==> config.mk <==
export PLATFORM = sky130hd
export DESIGN_NAME = period_detector
export DESIGN_NICKNAME = d
export VERILOG_FILES = /design/src/rtl/period_detector_pkg.sv /design/src/rtl/period_detector_divider.sv /design/src/rtl/period_detector.sv
export SDC_FILE = /design/constraint.sdc
export NUM_CORES = 1
export LEC_CHECK = 0
export ABC_AREA = 1
export CAP_MARGIN = 20
export CELL_PAD_IN_SITES_DETAIL_PLACEMENT = 0
export CELL_PAD_IN_SITES_GLOBAL_PLACEMENT = 2
export CORE_MARGIN = 2
export CORE_UTILIZATION = 30
export DETAILED_ROUTE_END_ITERATION = 8
export GPL_TIMING_DRIVEN = 0
export MAX_ROUTING_LAYER = met4
export PLACE_DENSITY_LB_ADDON = 0.1
export SYNTH_ARGS = -nofsm -noshare
export SYNTH_HDL_FRONTEND = slang
export SYNTH_SLANG_ARGS = --single-unit
==> constraint.sdc <==
create_clock -name clock_50_000_000 -period 2.1 [get_ports clock_50_000_000]
set_input_delay 0.315 -clock clock_50_000_000 [delete_from_list [all_inputs] [get_ports clock_50_000_000]]
set_output_delay 0.315 -clock clock_50_000_000 [all_outputs]
set_load 0.05 [all_outputs]
==> src/rtl/period_detector_pkg.sv <==
// Shared widths, types and constants for the period detector.
// Contents:
//   AUDIO_BIT_WIDTH / PERIOD_WIDTH / PERCENT_WIDTH : datapath widths
//   percent_t                                      : duty-cycle fraction of full scale
//   period_detector_state_t                        : measurement FSM states
//   DIVIDE_CYCLES                                  : serial divider iteration count
package period_detector_pkg;

    localparam int unsigned AUDIO_BIT_WIDTH = 16;
    localparam int unsigned PERIOD_WIDTH    = 12;
    localparam int unsigned PERCENT_WIDTH   = 8;
    localparam int unsigned DIVIDE_CYCLES   = PERCENT_WIDTH;

    typedef logic [PERCENT_WIDTH-1:0] percent_t;

    typedef enum logic [1:0] {
        SEEK  = 2'd0,
        ARMED = 2'd1,
        HIGH  = 2'd2,
        LOW   = 2'd3
    } period_detector_state_t;

endpackage

==> src/rtl/period_detector_divider.sv <==
// Restoring serial divider, one quotient bit per clock.
// The caller guarantees the quotient fits in DIVIDE_CYCLES bits, i.e. the
// upper PERIOD_WIDTH bits of the dividend are below the divisor, so the
// partial remainder never needs more than PERIOD_WIDTH bits.
// Ports:
//   clk_i, rst_i   : clock, synchronous active-high reset (aborts a division)
//   start_i        : load operands and begin (ignored semantics while busy are the caller's concern)
//   dividend_i     : PERIOD_WIDTH+DIVIDE_CYCLES bit dividend
//   divisor_i      : PERIOD_WIDTH bit divisor, nonzero
//   busy_o         : division in progress
//   done_o         : one-cycle pulse, quotient_o valid from this cycle until next start
//   quotient_o     : DIVIDE_CYCLES bit quotient
module serial_divider
    import period_detector_pkg::*;
(
    input  logic                                  clk_i,
    input  logic                                  rst_i,
    input  logic                                  start_i,
    input  logic [PERIOD_WIDTH+DIVIDE_CYCLES-1:0] dividend_i,
    input  logic [PERIOD_WIDTH-1:0]               divisor_i,
    output logic                                  busy_o,
    output logic                                  done_o,
    output logic [DIVIDE_CYCLES-1:0]              quotient_o
);

    localparam int unsigned DW = PERIOD_WIDTH;
    localparam int unsigned QW = DIVIDE_CYCLES;
    localparam int unsigned CW = $clog2(DIVIDE_CYCLES + 1);

    logic [DW-1:0] rem_q,     rem_d;
    logic [QW-1:0] shift_q,   shift_d;
    logic [DW-1:0] divisor_q, divisor_d;
    logic [CW-1:0] count_q,   count_d;
    logic          busy_q,    busy_d;
    logic          done_q,    done_d;

    logic [DW:0]   trial_c;
    logic [DW:0]   diff_c;
    logic          ge_c;

    // Shift register holds the remaining dividend bits and collects quotient bits behind them.
    always_comb begin
        rem_d     = rem_q;
        shift_d   = shift_q;
        divisor_d = divisor_q;
        count_d   = count_q;
        busy_d    = busy_q;
        done_d    = 1'b0;
        trial_c   = {rem_q, shift_q[QW-1]};
        diff_c    = trial_c - {1'b0, divisor_q};
        ge_c      = (trial_c >= {1'b0, divisor_q});

        if (start_i) begin
            rem_d     = dividend_i[DW+QW-1:QW];
            shift_d   = dividend_i[QW-1:0];
            divisor_d = divisor_i;
            count_d   = CW'(QW);
            busy_d    = 1'b1;
        end else if (busy_q) begin
            rem_d   = ge_c ? diff_c[DW-1:0] : trial_c[DW-1:0];
            shift_d = {shift_q[QW-2:0], ge_c};
            count_d = count_q - CW'(1);
            if (count_q == CW'(1)) begin
                busy_d = 1'b0;
                done_d = 1'b1;
            end
        end
    end

    always_ff @(posedge clk_i) begin
        if (rst_i) begin
            rem_q     <= '0;
            shift_q   <= '0;
            divisor_q <= '0;
            count_q   <= '0;
            busy_q    <= 1'b0;
            done_q    <= 1'b0;
        end else begin
            rem_q     <= rem_d;
            shift_q   <= shift_d;
            divisor_q <= divisor_d;
            count_q   <= count_d;
            busy_q    <= busy_d;
            done_q    <= done_d;
        end
    end

    assign busy_o     = busy_q;
    assign done_o     = done_q;
    assign quotient_o = shift_q;

endmodule

==> src/rtl/period_detector.sv <==
// Period and duty-cycle meter for a signed audio sample stream.
// Counts high and low samples between rising crossings, then divides
// high count by period to report duty cycle as a percent_t fraction.
// Optional feature: define PERIOD_DETECTOR_HYSTERESIS_EN to classify with
// +/-HYSTERESIS thresholds and a holding dead band; otherwise the sign bit
// alone decides high/low.
// Ports:
//   clock_50_000_000 : system clock
//   reset            : synchronous active-high reset
//   sample           : signed audio sample
//   sample_valid     : one-cycle strobe per sample
//   period           : last measured period in samples
//   duty_cycle       : floor(high * 2^PERCENT_WIDTH / period)
//   measure_valid    : one-cycle pulse when period/duty_cycle update
//   locked           : measurements are current
module period_detector
    import period_detector_pkg::*;
#(
    parameter int HYSTERESIS = 256
) (
    input  logic                       clock_50_000_000,
    input  logic                       reset,
    input  logic [AUDIO_BIT_WIDTH-1:0] sample,
    input  logic                       sample_valid,
    output logic [PERIOD_WIDTH-1:0]    period,
    output logic [PERCENT_WIDTH-1:0]   duty_cycle,
    output logic                       measure_valid,
    output logic                       locked
);

    localparam int unsigned AW = AUDIO_BIT_WIDTH;
    localparam int unsigned PW = PERIOD_WIDTH;
    localparam logic [PW-1:0] CNT_MAX = '1;

    period_detector_state_t state_q, state_d;
    logic          cls_high_q, cls_high_d;
    logic [PW-1:0] high_q,     high_d;
    logic [PW-1:0] low_q,      low_d;
    logic [PW-1:0] pend_q,     pend_d;
    logic [PW-1:0] period_q,   period_d;
    percent_t      duty_q,     duty_d;
    logic          mv_q,       mv_d;
    logic          locked_q,   locked_d;

    logic          is_high_c;
    logic          is_low_c;
    logic          rising_c;
    logic          overflow_c;
    logic          start_c;
    logic [PW:0]   sum_c;

    logic          div_busy;
    logic          div_done;
    percent_t      div_quot;

    // Sample classification.
`ifdef PERIOD_DETECTOR_HYSTERESIS_EN
    localparam logic signed [AW-1:0] HYST_HI = AW'(HYSTERESIS);
    localparam logic signed [AW-1:0] HYST_LO = AW'(-HYSTERESIS);

    assign is_high_c = ($signed(sample) >= HYST_HI);
    assign is_low_c  = ($signed(sample) <= HYST_LO);
`else
    logic [AW-2:0] unused_sample_bits;
    logic [31:0]   unused_hysteresis;

    assign is_high_c          = ~sample[AW-1];
    assign is_low_c           = sample[AW-1];
    assign unused_sample_bits = sample[AW-2:0];
    assign unused_hysteresis  = 32'(HYSTERESIS);
`endif

    // Dead-band samples inherit the previous class.
    always_comb begin
        cls_high_d = cls_high_q;
        if (sample_valid) begin
            if (is_high_c) begin
                cls_high_d = 1'b1;
            end else if (is_low_c) begin
                cls_high_d = 1'b0;
            end
        end
    end

    assign rising_c = sample_valid & ~cls_high_q & cls_high_d;
    assign sum_c    = {1'b0, high_q} + {1'b0, low_q};

    // Measurement FSM and output update.
    always_comb begin
        state_d    = state_q;
        high_d     = high_q;
        low_d      = low_q;
        pend_d     = pend_q;
        period_d   = period_q;
        duty_d     = duty_q;
        mv_d       = 1'b0;
        locked_d   = locked_q;
        start_c    = 1'b0;
        overflow_c = 1'b0;

        unique case (state_q)
            SEEK: begin
                if (sample_valid && is_low_c) begin
                    state_d = ARMED;
                end
            end
            ARMED: begin
                if (rising_c) begin
                    high_d  = PW'(1);
                    low_d   = '0;
                    state_d = HIGH;
                end
            end
            HIGH: begin
                if (sample_valid) begin
                    if (!cls_high_d) begin
                        low_d   = PW'(1);
                        state_d = LOW;
                    end else if (high_q == CNT_MAX) begin
                        overflow_c = 1'b1;
                    end else begin
                        high_d = high_q + PW'(1);
                    end
                end
            end
            LOW: begin
                if (rising_c) begin
                    // A period that cannot be reported is treated like a counter overflow.
                    if (sum_c > {1'b0, CNT_MAX}) begin
                        overflow_c = 1'b1;
                    end else begin
                        // A busy divider means the measurement is dropped; counting continues.
                        if (!div_busy) begin
                            start_c = 1'b1;
                            pend_d  = sum_c[PW-1:0];
                        end
                        high_d  = PW'(1);
                        low_d   = '0;
                        state_d = HIGH;
                    end
                end else if (sample_valid) begin
                    if (low_q == CNT_MAX) begin
                        overflow_c = 1'b1;
                    end else begin
                        low_d = low_q + PW'(1);
                    end
                end
            end
            default: begin
                state_d = SEEK;
            end
        endcase

        if (overflow_c) begin
            state_d  = SEEK;
            high_d   = '0;
            low_d    = '0;
            locked_d = 1'b0;
        end else if (div_done) begin
            period_d = pend_q;
            duty_d   = div_quot;
            mv_d     = 1'b1;
            locked_d = 1'b1;
        end
    end

    always_ff @(posedge clock_50_000_000) begin
        if (reset) begin
            state_q    <= SEEK;
            cls_high_q <= 1'b0;
            high_q     <= '0;
            low_q      <= '0;
            pend_q     <= '0;
            period_q   <= '0;
            duty_q     <= '0;
            mv_q       <= 1'b0;
            locked_q   <= 1'b0;
        end else begin
            state_q    <= state_d;
            cls_high_q <= cls_high_d;
            high_q     <= high_d;
            low_q      <= low_d;
            pend_q     <= pend_d;
            period_q   <= period_d;
            duty_q     <= duty_d;
            mv_q       <= mv_d;
            locked_q   <= locked_d;
        end
    end

    serial_divider u_divider (
        .clk_i      (clock_50_000_000),
        .rst_i      (reset),
        .start_i    (start_c),
        .dividend_i ({high_q, {PERCENT_WIDTH{1'b0}}}),
        .divisor_i  (sum_c[PW-1:0]),
        .busy_o     (div_busy),
        .done_o     (div_done),
        .quotient_o (div_quot)
    );

    assign period        = period_q;
    assign duty_cycle    = duty_q;
    assign measure_valid = mv_q;
    assign locked        = locked_q;

endmodule

Yosys cells after proc, flatten, opt, wreduce, memory -nomap -nowiden
Index checks and enable logic that the tools add are counted.

storage, ports and cells
  RAM bits = 0
  bits in latches = 0
  logic and storage cells = 104
  output and inout port bits = 22
  bits in registers = 99
  ROM bits = 0
  memories kept = 0

operators by class
  $mul = 0
  $lt $le $gt $ge = 2
  reduce and logical (&&, ||, !) cells = 12
  equal/unequal tests = 17
  bitwise gates (word level) = 6
  div/mod/pow operators = 0
  muxes and demuxes = 46
  shift operators = 0
  $add $sub $neg = 5

operators with widths
  operator                                                                count
  12-bit two-way mux                                                      16
  12-bit case mux with 3 select lines                                     2
  12-bit by 1-bit adder with 12-bit output, second input constant         2
  12-bit == test, second input constant                                   2
  1-bit two-way mux                                                       18
  2-bit inequality test, second input constant                            8
  7-bit AND reduction                                                     2
  12-bit by 12-bit adder with 13-bit output                               1
  13-bit by 12-bit greater-or-equal comparator with 1-bit output          1
  13-bit by 12-bit > comparator with 1-bit output, second input constant  1
  2-bit two-way mux                                                       6
  12-bit subtractor                                                       1
  3-bit inequality test, second input constant                            3
  4-bit two-way mux                                                       2
  2-bit case mux with 4 select lines                                      1
  6-bit AND reduction                                                     1
  2-bit == test, second input constant                                    2
  4-bit by 1-bit == test with 1-bit output, second input constant         1
  1-bit inverter                                                          4
  4-bit AND reduction                                                     1
  2-bit OR reduction                                                      2
  4-bit by 1-bit subtractor with 4-bit output, second input constant      1
  3-bit nonzero test                                                      1
  3-bit OR reduction                                                      1
  other kinds (7)                                                         8

Logic depth before layout (Yosys ltp)
Gate-level depths: netlist of the first run.

  depth in word-level cells = 7
  gate-level depth with buffers = 14

Hierarchy
A second synthesis of the first run with hierarchy kept.

unflattened totals
  cells, all modules = 931
  area total of the unflattened synthesis = 6130.9 µm²

by module, submodules not included
  module           cells each  area each (µm²)  seq. area each (µm²)  instances
  period_detector  583         3759.9           1221.2                1
  serial_divider   348         2371.0           760.7                 1

Least setup slack after synthesis of the first run
OpenSTA, ideal clock, no wires.

  path type = register -> register
  from = register high_q[0]
  to = register u_divider.divisor_q[8]
  clock period less this slack = 2.078 ns
  setup time = 0.069 ns
  required time = 2.031 ns
  stages on the path, launching flop included = 13
  arrival time = 2.009 ns
  path slack = 0.022 ns
  cells stage by stage = dfxtp_1 ha_1 fa_1 nand2_1 nand2_1 o21ai_1 inv_1 nand3_2 nand3_4 nor2_8 inv_2 or2_0 o21ai_1

between the ends
  cells in the longest elaborated chain, start to end = 5

RTL lines
  what                                             line                           text
  from (decl)                                      period_detector.sv:37          logic [PW-1:0] high_q, high_d;
  from (signal assigned)                           period_detector.sv:181         high_q <= high_d;
  12-bit by 12-bit adder with 13-bit output (*)    period_detector.sv:86          assign sum_c = {1'b0, high_q} + {1'b0, low_q};
  13-bit by 12-bit > comparator with 1-bit output  period_detector.sv:129         if (sum_c > {1'b0, CNT_MAX}) begin
  1-bit two-way mux                                period_detector.sv:129
  1-bit two-way mux                                period_detector.sv:127         if (rising_c) begin
  1-bit two-way mux                                period_detector.sv:101         unique case (state_q)
  to (signal assigned)                             period_detector_divider.sv:81  divisor_q <= divisor_d;
  to (decl)                                        period_detector_divider.sv:32  logic [DW-1:0] divisor_q, divisor_d;

Every way passes the cells marked *; elsewhere a longest branch is shown, timed or not.
A chain may end at the register's enable or synchronous reset.

Final worst setup path of the first run
  from = register low_q[0]
  to = register low_q[2]

between the ends
  cells in the longest elaborated chain, start to end = 6

RTL lines
  what                                                                                         line                                            text
  from (decl)                                                                                  period_detector.sv:38                           logic [PW-1:0] low_q, low_d;
  from (signal assigned)                                                                       period_detector.sv:182                          low_q <= low_d;
  12-bit by 12-bit adder with 13-bit output / 12-bit == test (equally long branches)           period_detector.sv:86, period_detector.sv:142
  13-bit by 12-bit > comparator with 1-bit output / 1-bit two-way mux (equally long branches)  period_detector.sv:129, period_detector.sv:142
  1-bit two-way mux, on equally long branches                                                  period_detector.sv:129, period_detector.sv:141
  1-bit two-way mux                                                                            period_detector.sv:127
  1-bit case mux with 2 select lines                                                           period_detector.sv:101
  2-bit OR reduction (no line)                                                                 --

Several ways; a longest one is shown, not always the timed one. The select of a mux whose other input is x is not followed.

==> metrics.txt, run 1 <==
final global-route overflow total 0; post-synth net total 903; pin count of the biggest net entering global routing 21; met2 wire length 9472 um; clock tree from TritonCTS done; library cells used by synthesis 45; Hold Fails Final Rpt 0; uppermost layer routed met4; Top FF cell, synth sky130_fd_sc_hd__dfxtp_1; clock tree skew after final layout 0.009993 ns; CP Launch Type flip-flop; Top-Level Pins 41; worst hold start reset; core footprint 19400 um2; number of buffers on the longest clock path 2; detailed router's first-iteration violation count 314; Arrival @ worst endpoint 2.44 ns; first-pass GRT wire length 30050 um; depth of the CTS H-tree 3; Inserted Clock Buffers 9; fraction of final layout cells with drive strength greater than 1 0.2737; mean area per synthesized cell 6.941 um2; startpoint-to-endpoint class of the critical path flip-flop to flip-flop; count of flip-flops with a built-in enable after synthesis 0; wire per inst 16.58 um; Maximum Capacitance Violations 0; Fmax achieved 466.6 MHz; fin crit period 2.143 ns; final design area excluding fillers 8008 um2; final wirelength 19780 um; Layout Cells excl Fill 1193; routed length on met3 431 um; number of buffer cells added on primary ports 24; total power density per cell area 606.0 nW/um2; GR Util All Layers 0.1939; initial core utilization 0.3038; P&R area growth vs syn 35.88%; headroom to the max-slew limit 0.5222; total power 4.853 mW; Ys Warns 0; maximum resistive drop on vdd 0.3740 mV; area of placed instances 6465 um2; result of the run complete, but fails checks; worst hold path type input pin to flip-flop; DRT antenna net count 0; depth of the worst register-to-register path 14; failing checks setup timing; actual slew at the worst max-slew pin 0.7166 ns; final-report setup violation count 20; Worst setup EP type flip-flop; post-synthesis instance total 849; number of storage elements in the synthesis netlist 99; area of the die 20780 um2; DRC violations left 0; via count of the first global-routing pass 5507; start of the worst register-to-register path low_q[0]; Hold Path Stages 2; cell at the root of the clock tree sky130_fd_sc_hd__clkbuf_16; Static Leak 3.149 nW; final weighted congestion of routability-driven global placement 0.8795; total clock sinks 99; worst hold endpoint duty_cycle[3]; maximum fanout count along the critical path 6; Placed Cells 1138; detailed-router iteration count before antenna repair 5; post-detail-place hpwl 14330 um; Horiz. Die Dim 144.2 um; overall via count from detail_route 5848; met1 wire length 9506 um; setup repair after global routing missed its margin yes; fin crit share 1.020; endpoint of the worst-slack reg-to-reg timing path low_q[2]; Row Count 51; detail-routed via count per cell 4.902; final worst slack -0.04302 ns; Syn Std Cell Area 5893 um2; Post-CTS Hold Fix Bufs 0; Die Height 144.2 um; clock-pin slew on the worst setup and hold paths 0.08 ns; max-slew violation count 0; Synth async-reset ratio 0; sequential element share of the synthesized area 0.3363; required time reported for the critical path endpoint 2.39 ns; number of antenna cells inserted 0; reg2reg setup slack -0.04 ns; share of the core filled with cells 0.4128; Clock Latency Late Sink 0.36 ns; Final nets 977; antenna violations before repair 0
kinds of logic (layout without fill, tap and decap cells):
logic type / Yosys count / count (layout) / synth area share
compound gates: 143 / 143 / 0.1333
xor+xnor: 21 / 21 / 0.03121
fa+ha+maj: 35 / 35 / 0.07686
buf+inv: 123 / 201 / 0.08768
flops: 99 / 99 / 0.3363
simple gates: 428 / 429 / 0.3346
cell usage after synthesis (all sizes together), types with 9 or more instances:
master	instances	area share
xor2	16	0.024
ha	33	0.070
nand4	34	0.036
buf	23	0.024
nand3	67	0.066
inv	91	0.058
clkbuf	9	0.0059
a21oi	81	0.071
nor2	87	0.062
nor3	18	0.017
nand2	208	0.14
o21ai	42	0.036
dfxtp	99	0.34
cell usage in the layout, fill, tap and decap left out, types with 17 or more instances in the layout:
master,n
sky130_fd_sc_hd__a21oi_1,45
sky130_fd_sc_hd__a21oi_2,34
sky130_fd_sc_hd__buf_4,32
sky130_fd_sc_hd__clkdlybuf4s50_1,24
sky130_fd_sc_hd__dfxtp_1,80
sky130_fd_sc_hd__ha_4,18
sky130_fd_sc_hd__inv_1,79
sky130_fd_sc_hd__nand2_1,161
sky130_fd_sc_hd__nand2_2,25
sky130_fd_sc_hd__nand2_4,22
sky130_fd_sc_hd__nand3_1,59
sky130_fd_sc_hd__nand4_1,34
sky130_fd_sc_hd__nor2_1,76
sky130_fd_sc_hd__nor3_1,17
sky130_fd_sc_hd__o21ai_0,18
worst max-delay path by stage:
stage	startpoint	endpoint	slack (ns)	depth (start not counted)
after floorplan	high_q[0]	u_divider.divisor_q[8]	0.02	12
after global placement	low_q[0]	low_q[1]	-0.45	12
after detailed placement	low_q[0]	low_q[1]	-0.46	12
after CTS	low_q[0]	period[11]	0.0005	12
after global routing	low_q[0]	high_q[6]	-0.13	12
final	low_q[0]	low_q[2]	-0.04	14
worst max-delay path, stage by stage, from the launching register on:
cell and delay [ns]:
sky130_fd_sc_hd__dfxtp_4 0.37, sky130_fd_sc_hd__ha_4 0.16, sky130_fd_sc_hd__fa_2 0.34, sky130_fd_sc_hd__nand2_2 0.09, sky130_fd_sc_hd__nand2_2 0.07, sky130_fd_sc_hd__o21ai_4 0.08, sky130_fd_sc_hd__inv_2 0.07, sky130_fd_sc_hd__nand3_4 0.09
sky130_fd_sc_hd__nand2_4 0.08, sky130_fd_sc_hd__nand3_4 0.16, sky130_fd_sc_hd__nand2_4 0.10, sky130_fd_sc_hd__inv_4 0.10, sky130_fd_sc_hd__clkbuf_16 0.16, sky130_fd_sc_hd__nand2_4 0.05, sky130_fd_sc_hd__a21oi_2 0.15
power by group:
| part | total, mW | leakage [nW] | internal (mW) | switching [mW] |
|---|---|---|---|---|
| clock network | 1.72 | 0.146 | 0.851 | 0.866 |
| registers | 1.94 | 0.810 | 1.90 | 0.0378 |
| logic | 1.20 | 2.19 | 0.450 | 0.745 |
repair_timing:
item,in CTS,in global routing
cloned,1,6
resized for setup,57,193
pin swaps,8,24
setup endpoints to repair,97,94
setup buffers,23,9
cell type report:
type	instances	area, um2
tap	265	331.6
clock buffer	9	225.2
buffer	32	265.3
inverter	91	346.6
clock inverter	7	80.08
timing repair buffer	62	625.6
fill	2056	11390
multi-input combinational	628	4103
sequential	99	2031
sequential cells by signal (all words and copies together) (netlist names):
| name | cells |
|---|---|
| low_q | 12 |
| u_divider.busy_o | 1 |
| u_divider.quotient_o | 8 |
| high_q | 12 |
| locked | 1 |
| u_divider.count_q | 4 |
| u_divider.divisor_q | 12 |
| measure_valid | 1 |
| duty_cycle | 8 |
| period | 12 |
| cls_high_q | 1 |
| state_q | 2 |
| u_divider.done_o | 1 |
| u_divider.rem_q | 12 |
| pend_q | 12 |
through the flow:
stage	TNS (ns)	worst slack, ns	hold WS (ns)
global placement	-32.47	-0.4540	0.4505
floorplan	0	0.02161	0.4421
detailed placement	-33.27	-0.4568	0.4492
global route	-6.938	-0.1311	0.3457
CTS	0	0.0005271	0.3388
finish	-0.3459	-0.04302	0.3367
per-layer routing:
layer	up-vias	GRT usage
met5	-	-
met4	0	0.05314
met3	27	0.02550
met2	74	0.3160
met1	2771	0.2543
li1	2976	-
(Power assumes the default switching activity.)
==> inputs of run 2 (changes only) <==
--- a/config.mk
+++ b/config.mk
@@ -9,6 +9,7 @@
 export CAP_MARGIN = 20
 export CELL_PAD_IN_SITES_DETAIL_PLACEMENT = 0
 export CELL_PAD_IN_SITES_GLOBAL_PLACEMENT = 2
+export CORE_ASPECT_RATIO = 0.7
 export CORE_MARGIN = 2
 export CORE_UTILIZATION = 30
 export DETAILED_ROUTE_END_ITERATION = 8
==> run 2 against run 1 <==
First-iteration DRC count down 0.64%. Largest power group unchanged. Flip-flop and latch count unchanged. The run still ends with setup timing left. Sequential share of layout area is 0.39 points higher. Hold slack improved by 0.0055 ns. Die area is essentially flat. Count of clock-buffer cells in the layout grew 1. Fmax grew 1.3%. Setup slack better by 0.028 ns. Total power fell by 0.13%. Combinational power is 6% lower.
==> metrics.txt, run 2 (same netlist as run 1, synthesis figures left out) <==
switching share of total power 0.3217; initial core utilization 0.3089; dpl ws -0.4247 ns; final-report setup violation count 4; clock-pin slew on the worst setup and hold paths 0.08 ns; number of buffers on the longest clock path 2; final global-route overflow total 0; detail-routed via count per cell 4.906; GR Util All Layers 0.2034; power share of the combinational group 0.233; Placed Cells 1137; maximum fanout count along the critical path 7; result of the run complete, but fails checks; core footprint 19080 um2; max-slew violation count 0; antenna violations before repair 0; most common library cell in the layout ignoring fill and taps sky130_fd_sc_hd__nand2_1; fraction of final layout cells with drive strength greater than 1 0.2489; count of fill cells added during filler insertion 1948; detailed router's first-iteration violation count 312; CP delay by family, top simple AND/OR/NAND/NOR gates; Horiz. Die Dim 171.5 um; maximum resistive drop on vdd 0.3340 mV; Die Height 121.3 um; first-pass GRT wire length 31270 um; via count of the first global-routing pass 5504; DRT antenna net count 0; final worst slack -0.01542 ns; start of the worst register-to-register path low_q[0]; CP Launch Type flip-flop; Power Internal 3.287 mW; fraction of power consumed by the clock network 0.367; worst hold path type input pin to flip-flop; met3 usage 0.03523; Final nets 978; DRC violations left 0; final weighted congestion of routability-driven global placement 0.8265; Layout Cells excl Fill 1192; Sw Pwr 1.559 mW; failing checks setup timing; Post-CTS Hold Fix Bufs 0; final wirelength 20310 um; pin count of the biggest net entering global routing 18; source of the critical timing path low_q[0]; fin crit period 2.115 ns; fin crit share 1.007; clock tree from TritonCTS done; most used routing layer met1; post-detail-place hpwl 14850 um; setup repair after global routing missed its margin yes; depth of the CTS H-tree 3; cell at the root of the clock tree sky130_fd_sc_hd__clkbuf_16; number of antenna cells inserted 0; required time reported for the critical path endpoint 2.39 ns; share of the core filled with cells 0.4144; Worst setup EP type flip-flop; overall via count from detail_route 5848; Clock Latency Late Sink 0.35 ns; Min Hold Slack 0.3422 ns; total power 4.847 mW; crit path cell chain ha_4, fa_2, nand2_2, nand2_2, o21ai_2, inv_2, nand3_4, nand2_4, nand3_4, nand3_4, clkbuf_16, buf_6, nor2_1; Top cell by count, worst path sky130_fd_sc_hd__nand3_4; startpoint-to-endpoint class of the critical path flip-flop to flip-flop; Maximum Capacitance Violations 0; Row Count 42; Hold Fails Final Rpt 0; fraction of met1 tracks used by global routing 0.3150; P&R area growth vs syn 34.14%; Static Leak 3.074 nW; number of buffer cells added on primary ports 24; Crit-path slowest cell sky130_fd_sc_hd__dfxtp_4; sequential share of power 0.401; worst hold start reset; Inserted Clock Buffers 9; Arrival @ worst endpoint 2.40 ns; headroom to the max-slew limit 0.4658; CP Buf/Inv Count 3; met2 usage in global routing 0.2673; area of the die 20800 um2; crit-path max cell delay 0.37 ns; Fmax achieved 472.7 MHz; most used cells in the layout excluding fill and tap cells sky130_fd_sc_hd__nand2_1, sky130_fd_sc_hd__inv_1, sky130_fd_sc_hd__dfxtp_1; detailed-router iteration count before antenna repair 6; actual slew at the worst max-slew pin 0.8012 ns; wire per inst 17.03 um; total clock sinks 99; total power density per cell area 613.1 nW/um2; Top-Level Pins 41; clock tree skew after final layout 0.01316 ns
run 2: cell types whose count changed in the layout (fill, tap and decap cells not counted), moves of 5 or more:
cell,previous run,this run
sky130_fd_sc_hd__o21ai_1,10,16
sky130_fd_sc_hd__o21ai_2,13,4
sky130_fd_sc_hd__a21oi_1,45,51
sky130_fd_sc_hd__nand2_1,161,170
sky130_fd_sc_hd__nand2_2,25,19
sky130_fd_sc_hd__a21oi_2,34,27
sky130_fd_sc_hd__buf_2,1,6
run 2: worst paths after layout:
check | cells after the start | slack [ns] | endpoint
max reg2reg | 13 | -0.02 | measure_valid
min reg2reg | 2 | 0.47 | u_divider.count_q[2]
min | 2 | 0.34 | duty_cycle[2]
max | 13 | -0.02 | measure_valid
run 2: per-stage QoR:
stage                     setup TNS (ns)  instance area, um2
after global routing              -6.069                7905
after detailed placement          -30.74                6464
after floorplan                        0                5893
final                           -0.02787                7905
after CTS                       -0.04095                7198
after global placement            -30.82                6464
run 2: cell type report:
| class | instances | area [um2] | share of cell area |
|---|---|---|---|
| repair buffers | 63 | 610.6 | 0.07724 |
| inverters | 91 | 350.3 | 0.04432 |
| flip-flops and latches | 99 | 2036 | 0.2575 |
| plain buffers | 32 | 235.2 | 0.02976 |
| clock inverters | 5 | 72.57 | 0.009180 |
| multi-input cells | 628 | 4031 | 0.5100 |
| well taps | 264 | 330.3 | 0.04179 |
| clock buffers | 10 | 239.0 | 0.03023 |
run 2: repair_timing:
item                       CTS  global route
pin swaps                   11            26
gates cloned                 2             4
resized for setup           79           132
buffers inserted            23            11
hold endpoints to repair     0             0
setup endpoints to repair   97            92
run 2: routing by layer:
| metal | vias to the layer above | share of wire |
|---|---|---|
| met2 | 107 | 0.39 |
| met4 | 0 | 0.011 |
| met5 | - | 0 |
| li1 | 2968 | - |
| met3 | 12 | 0.039 |
| met1 | 2761 | 0.56 |
run 2: power groups by stage:
stage / Clock (mW) / Combinational, mW / Sequential, mW
floorplan: 0 / 0.625 / 1.98
global placement: 0 / 0.869 / 2.00
detailed placement: 0 / 0.870 / 2.00
CTS: 1.83 / 1.01 / 1.94
global route: 1.89 / 1.23 / 1.95
finish: 1.78 / 1.13 / 1.94
==> inputs of run 3 (changes only) <==
--- a/config.mk
+++ b/config.mk
@@ -13,7 +13,6 @@
 export CORE_MARGIN = 2
 export CORE_UTILIZATION = 30
 export DETAILED_ROUTE_END_ITERATION = 8
-export GPL_TIMING_DRIVEN = 0
 export MAX_ROUTING_LAYER = met4
 export PLACE_DENSITY_LB_ADDON = 0.1
 export SYNTH_ARGS = -nofsm -noshare
==> constraint.sdc (replaced) <==
create_clock -name clock_50_000_000 -period 2.1 [get_ports clock_50_000_000]
set_input_delay 0.42 -clock clock_50_000_000 [delete_from_list [all_inputs] [get_ports clock_50_000_000]]
set_output_delay 0.42 -clock clock_50_000_000 [all_outputs]
set_load 0.05 [all_outputs]
==> run 3 against run 2 <==
The run still ends with setup timing left. Final area grew 7.1%. Count of clock-buffer cells in the layout is 1 lower. Global-route usage decreased by 0.33 points. Total power fell by 1.6%. Sequential power is essentially flat. Register-to-register slack lost 0.06 ns. Cell count grew 5.8%. Via count grew 4.7%. Non-clock buffer count is 66 higher. Critical path type unchanged. Critical endpoint is now duty_cycle[4]. Largest cell class unchanged. Largest power group unchanged.
==> metrics.txt, run 3 (same netlist as run 1, synthesis figures left out) <==
result of the run complete, but fails checks; failing checks setup timing; fraction of final layout cells with drive strength greater than 1 0.2979; cell at the root of the clock tree sky130_fd_sc_hd__clkbuf_16; via count of the first global-routing pass 5817; pin count of the biggest net entering global routing 28; number of buffers on the longest clock path 2; start of the worst register-to-register path high_q[0]; most used cells in the layout excluding fill and tap cells sky130_fd_sc_hd__nand2_1, sky130_fd_sc_hd__buf_4, sky130_fd_sc_hd__dfxtp_1; clock tree from TritonCTS done; max-slew violation count 0; maximum fanout count along the critical path 5; DRC violations left 0; worst hold path type flip-flop to flip-flop; total power density per cell area 563.1 nW/um2; fin crit period 2.173 ns; CP endpoint duty_cycle[4]; Min Hold Slack 0.4658 ns; crit-path max cell delay 0.36 ns; crit path cell chain ha_4, fa_2, nand2_2, nand2_2, o21ai_2, inv_2, nand3_4, buf_6, nand2_4, nand3_4, nand3_4, clkbuf_16, nand2_1, a21oi_1; number of antenna cells inserted 0; source of the critical timing path high_q[0]; core footprint 19080 um2; startpoint-to-endpoint class of the critical path flip-flop to flip-flop; post-detail-place hpwl 14810 um; Clock Latency Late Sink 0.35 ns; final-report setup violation count 36; worst hold start period[11]; final global-route overflow total 0; Worst setup EP type flip-flop; maximum resistive drop on vdd 0.4129 mV; Row Count 42; antenna violations before repair 0; CP Launch Type flip-flop; actual slew at the worst max-slew pin 0.7051 ns; Crit-path slowest cell sky130_fd_sc_hd__dfxtp_4; Horiz. Die Dim 171.5 um; clock-pin slew on the worst setup and hold paths 0.09 ns; detailed router's first-iteration violation count 471; Fmax achieved 460.3 MHz; Arrival @ worst endpoint 2.42 ns; wire per inst 15.95 um; Inserted Clock Buffers 9; Die Height 121.3 um; most common library cell in the layout ignoring fill and taps sky130_fd_sc_hd__nand2_1; number of buffer cells added on primary ports 25; DRT antenna net count 0; endpoint of the worst-slack reg-to-reg timing path duty_cycle[4]; clock tree skew after final layout 0.01597 ns; first-pass GRT wire length 31610 um; headroom to the max-slew limit 0.5294; detailed-router iteration count before antenna repair 5; setup repair after global routing missed its margin yes; Top-Level Pins 41; P&R area growth vs syn 43.69%; GR Util All Layers 0.2001; final worst slack -0.07258 ns; required time reported for the critical path endpoint 2.35 ns; Static Leak 3.513 nW; Final nets 1046; overall via count from detail_route 6125; depth of the CTS H-tree 3; Post-CTS Hold Fix Bufs 0; Top cell by count, worst path sky130_fd_sc_hd__nand3_4; Maximum Capacitance Violations 0; reg2reg setup slack -0.07 ns; final wirelength 20110 um; count of fill cells added during filler insertion 1969; Layout Cells excl Fill 1261; total power 4.768 mW; Placed Cells 1217; final weighted congestion of routability-driven global placement 0.8718; total clock sinks 99; area of the die 20800 um2; Hold Fails Final Rpt 0; initial core utilization 0.3089; fin crit share 1.035; detail-routed via count per cell 4.857; depth of the worst register-to-register path 14
==> run 3: layer usage <==
metal,up-vias,share of wire,wire length [um],GRT usage
met4,0,0.0075,150,0.03019
met1,2897,0.56,11190,0.3140
met5,-,0,0,-
li1,3113,-,-,-
met3,9,0.034,690,0.03131
met2,106,0.40,8075,0.2686
==> run 3: critical path, delay by kind of cell, from the launching register on <==
kind                       cells  cell delay [ns]
AOI/OAI and AO/OA              2             0.13
adders and majority gates      2             0.51
buffers and inverters          3             0.42
DFF                            1             0.36
and+or+nand+nor                7             0.63
==> run 3: final cells by class <==
class / count / area [um2] / area share
inverter: 91 / 352.8 / 0.04167
clock buffer: 9 / 225.2 / 0.02660
multi-input combinational: 630 / 3956 / 0.4672
tap: 264 / 330.3 / 0.03901
clock inverter: 7 / 93.84 / 0.01108
timing repair buffer: 161 / 1515 / 0.1789
sequential: 99 / 1994 / 0.2355
==> run 3: worst min path at each step <==
stage,end,slack [ns],cells after the start
2_1_floorplan,u_divider.done_o,0.44,1
3_3_place_gp,period[11],0.45,2
3_5_place_dp,period[6],0.45,2
4_1_cts,period[8],0.47,2
5_1_grt,duty_cycle[2],0.48,2
6_report,period[11],0.47,2
==> run 3: metrics by stage <==
step	setup WS, ns	utilization	area [um2]	TNS, ns
floorplan	0.02161	-	5893	0
global placement	-0.2087	0.3771	7194	-12.72
detailed placement	-0.2500	0.3771	7194	-13.62
CTS	-0.05956	0.4126	7871	-0.5048
global route	-0.1710	0.4439	8468	-7.894
finish	-0.07258	0.4439	8468	-1.455
==> run 3: report_power, final <==
part	total (mW)	switching (mW)	internal, mW
Sequential	1.96	0.0417	1.91
Clock	1.72	0.859	0.860
Combinational	1.09	0.676	0.417
==> run 3: what timing repair did <==
item / 4_1_cts / 5_1_grt
endpoints found under the setup margin: 96 / 97
cloned: 5 / 5
resized for setup: 37 / 132
setup buffers: 17 / 6
pin swaps: 24 / 25
